[src/rtl/seq_mul.sv]
// Iterative shift-add multiplier: one partial product per clock, full 2*WIDTH-bit
// product, unsigned or two's-complement selected per operation.
module seq_mul #(
  parameter int WIDTH = 16
) (
  input  logic               clk,
  input  logic               rst,
  input  logic               in_valid,
  output logic               in_ready,
  input  logic [WIDTH-1:0]   op1,
  input  logic [WIDTH-1:0]   op2,
  input  logic               is_signed,
  output logic               out_valid,
  input  logic               out_ready,
  output logic [2*WIDTH-1:0] product,
  output logic               busy
);

  localparam int PW = 2 * WIDTH;
  localparam int CW = $clog2(WIDTH);

  typedef enum logic [1:0] {
    IDLE = 2'd0,
    CALC = 2'd1,
    DONE = 2'd2
  } state_t;

  state_t          state;
  logic [WIDTH-1:0] a_q;
  logic [WIDTH-1:0] b_q;
  logic            sgn_q;
  logic [CW-1:0]   count;
  logic [PW-1:0]   acc;

  logic [PW-1:0]   m;
  logic [PW-1:0]   addend;
  logic [PW-1:0]   acc_next;
  logic            last;

  // The multiplier's MSB carries weight -2^(WIDTH-1) in signed mode, hence the subtract.
  always_comb begin
    m        = sgn_q ? {{WIDTH{a_q[WIDTH-1]}}, a_q} : {{WIDTH{1'b0}}, a_q};
    addend   = m << count;
    last     = (count == CW'(WIDTH - 1));
    acc_next = acc;
    if (b_q[count]) begin
      if (sgn_q && last) acc_next = acc - addend;
      else               acc_next = acc + addend;
    end
  end

  always_ff @(posedge clk or posedge rst) begin
    if (rst) begin
      state     <= IDLE;
      a_q       <= '0;
      b_q       <= '0;
      sgn_q     <= 1'b0;
      count     <= '0;
      acc       <= '0;
      product   <= '0;
      out_valid <= 1'b0;
      in_ready  <= 1'b1;
      busy      <= 1'b0;
    end else begin
      case (state)
        IDLE: begin
          if (in_valid) begin
            a_q      <= op1;
            b_q      <= op2;
            sgn_q    <= is_signed;
            acc      <= '0;
            count    <= '0;
            state    <= CALC;
            in_ready <= 1'b0;
            busy     <= 1'b1;
          end
        end
        CALC: begin
          acc <= acc_next;
          if (last) begin
            product   <= acc_next;
            state     <= DONE;
            out_valid <= 1'b1;
          end else begin
            count <= count + CW'(1);
          end
        end
        DONE: begin
          if (out_ready) begin
            state     <= IDLE;
            out_valid <= 1'b0;
            in_ready  <= 1'b1;
            busy      <= 1'b0;
          end
        end
        default: begin
          state     <= IDLE;
          out_valid <= 1'b0;
          in_ready  <= 1'b1;
          busy      <= 1'b0;
        end
      endcase
    end
  end

endmodule
[config.mk]
export PLATFORM = sky130hd
export DESIGN_NAME = seq_mul
export DESIGN_NICKNAME = d
export VERILOG_FILES = /design/src/rtl/seq_mul.sv
export SDC_FILE = /design/constraint.sdc
export NUM_CORES = 1
export LEC_CHECK = 0
export CORE_MARGIN = 2
export CORE_UTILIZATION = 54
export DETAILED_ROUTE_END_ITERATION = 7
export HOLD_SLACK_MARGIN = 0.15
export PLACE_DENSITY = 0.84
export SLEW_MARGIN = 0
export SYNTH_ARGS = -nofsm -noshare
export SYNTH_HDL_FRONTEND = slang
export SYNTH_SLANG_ARGS = --single-unit
export TNS_END_PERCENT = 100
[constraint.sdc]
create_clock -name clk -period 5.8 [get_ports clk]
set_input_delay 1.16 -clock clk [delete_from_list [all_inputs] [get_ports clk]]
set_output_delay 1.16 -clock clk [all_outputs]
set_load 0.005 [all_outputs]
==> flow_metrics.tcl <==
set metrics [dict create \
    outcome "finished clean" \
    slowest_stage "dfrtp_4" \
    hold_violations 0 \
    yosysTopAreaCell "dfrtp_1" \
    synthArstFlopShare 1.00 \
    drive_above_1_share 0.0833 \
    synthFlopType "dfrtp_1" \
    io_buffers 71 \
    grt_pass1_vias 7092 \
    avgRoutedWirePerCell_um 16.6 \
    insertion_delay_ps 370 \
    synth_cells 1005 \
    initial_core_util 0.549 \
    grt_max_degree 67 \
    drcViolationCount 0 \
    numCtsBuffers 9 \
    gp_congestion 1.00 \
    grt_pass1_wl_um 35000 \
    postSynthAreaPerCell_um2 8.24 \
    ys_warn_count 0 \
    worstMarginPinSlew_ps 969 \
    grtUsageTotal 0.263 \
    syn_area_um2 8280 \
    grt.met3_usage 0.0476 \
    met1_usage 0.371 \
    ant_nets 0 \
    dpl.hpwl_um 15400 \
    cts_setup_buffers 0 \
    start_kind "flip-flop" \
    synth_top_area_share 0.317 \
    synth-edff-count 0 \
    syn2layout_area_growth_pct 14.6 \
    cts_root_buffer "clkbuf_16" \
    drtIter0Drc 618 \
    fp.dieW_um 128 \
    hold_class "flip-flop to flip-flop" \
    arrival_ps 5730 \
    fin_nets 1122 \
    synth_area_leaders "dfrtp_1 32%, nand2_1 9.7%, mux2i_1 6.5%, o21ai_0 5.1%, ha_1 5.0%" \
    met2_usage 0.416 \
    cts_buffer_depth 2 \
    viasPerCell 5.98 \
    ys_types 78 \
    final_cell_mix "212 x nand2_1, 103 x dfrtp_1, 85 x o21ai_0, 71 x clkdlybuf4s50_1, 68 x nor2_1" \
    antenna_found_initial 0 \
    fin_util 0.629 \
    crit_buf_inv 0 \
    crit_required_ps 6110 \
    final_common_cell "nand2_1" \
    crit_path_end_kind "flip-flop" \
    rsz0062_at_grt "no" \
    crit_type "flip-flop to flip-flop" \
    io-pin-count 72 \
    grt_remaining_overflow 0 \
    clock.fmax_mhz 184 \
    period_share 0.935 \
    slew_violations 0 \
    finalSetupViolCount 0 \
    max_cap_viol_count 0 \
    hold_buffers 0 \
    synth_seq_cells 106 \
    worst_path_largest_cell_delay_ps 640 \
    path_cells "mux2_2, o22ai_1, o32ai_1, nor4_2, nand3_1, nor3b_1, nand2_1, nand2_1, xor2_1, ha_1, o211ai_1, o2111a_1, o31ai_1, a32o_1, a41oi_1, and4b_1, o31ai_1, xnor2_1, mux2_4, nand2_2" \
    clk_pin_slew_worst_paths_ps 70 \
    final_cells 1244 \
    placedCellCount 1228 \
    cts_tree "done" \
    core_area_um2 15100 \
    n_antenna_cell 0 \
    ys_seq_area_frac 0.321 \
    placementRows 45 \
    slew_headroom 0.354 \
    die-area_um2 16300 \
    routed_wl_um 20700 \
    timing.hold.ws_ps 476 \
    firstDrtPassIters 7 \
    synth_nets 1076 \
    crit_fanout 22 \
    crit_family "compound AO/OA/AOI/OAI gates" \
    busiest_layer "met2" \
    die_y_um 128 \
    clock_skew_ps 10.0 \
    num_vias 7439 \
    clkSinkCount 106 \
    period_needed_ps 5420 \
    setup_tns_ps 0 \
    htree_levels 3 \
]
## state kept, by name, summed over array words and instances, names as in the netlist
register	count
product	32
in_ready	1
acc	32
state	2
busy	1
sgn_q	1
a_q	16
count	4
b_q	16
out_valid	1
## cell families (layout without fill, tap and decap cells)
family,count (synthesis),count (layout),synth area share
flip-flops,106,106,0.321
AO/OA/AOI/OAI,247,247,0.186
adder cells (fa/ha/maj),34,34,0.0523
XOR/XNOR,53,53,0.0561
multiplexers,84,84,0.128
AND/OR/NAND/NOR,396,396,0.214
buffers and inverters,85,136,0.0440
## stage by stage
stage                     setup WS (ps)  area [um2]
after floorplan                     458        8280
after global placement              337        9160
after detailed placement            203        9160
after CTS                           137        9470
after global routing               24.8        9490
final                               376        9490
## cell type report
class / instances / area (um2)
well taps: 188 / 235
flip-flops and latches: 106 / 2660
fillers: 1287 / 5600
clock inverters: 5 / 61.3
repair buffers: 98 / 913
clock buffers: 11 / 253
multi-input cells: 814 / 5280
inverters: 22 / 85.1
## worst register-to-register path, cell delays in order, from the launching register on
cell and delay, ps:
dfrtp_4 640, mux2_2 450, o22ai_1 330, o32ai_1 180, nor4_2 290, nand3_1 210
nor3b_1 310, nand2_1 120, nand2_1 90, xor2_1 80, ha_1 420, o211ai_1 140
o2111a_1 270, o31ai_1 320, a32o_1 230, a41oi_1 60, and4b_1 250, o31ai_1 350
xnor2_1 250, mux2_4 340, nand2_2 50
## synth_stat cells (all sizes together) (10+ instances only)
cell    count
and2       11
nor2b      10
nand3      43
o21ai      88
inv        21
xnor2      33
mux2       14
mux2i      55
buf        19
nand2     214
mux4       15
clkbuf     44
a21o       10
a21oi      57
nor2       68
xor2       20
ha         33
o21a       12
dfrtp     105
## per-layer routing
metal	wire length [um]	vias up
met5	0	-
met4	403	0
met3	1250	31
met2	9480	273
met1	9560	3496
li1	-	3639
## path summary, 6_finish.rpt
path                               start          end  slack (ps)  cells past startpoint
worst max-delay path            count[1]  product[31]         380                     20
worst min-delay path              b_q[8]       b_q[8]         480                      2
worst max register to register  count[1]  product[31]         380                     20
worst min register to register    b_q[8]       b_q[8]         480                      2
max in group asynchronous            rst  product[22]        3440                      3
min in group asynchronous            rst      b_q[11]        1290                      2
## repair_timing
item                                    in CTS  in global routing
endpoints found under the setup margin       0                 10
hold endpoints to repair                     0                  0
resized for setup                            0                  4
Power is not shown: default switching activity piles up to over one toggle a cycle in this logic, so the estimate is an artifact.
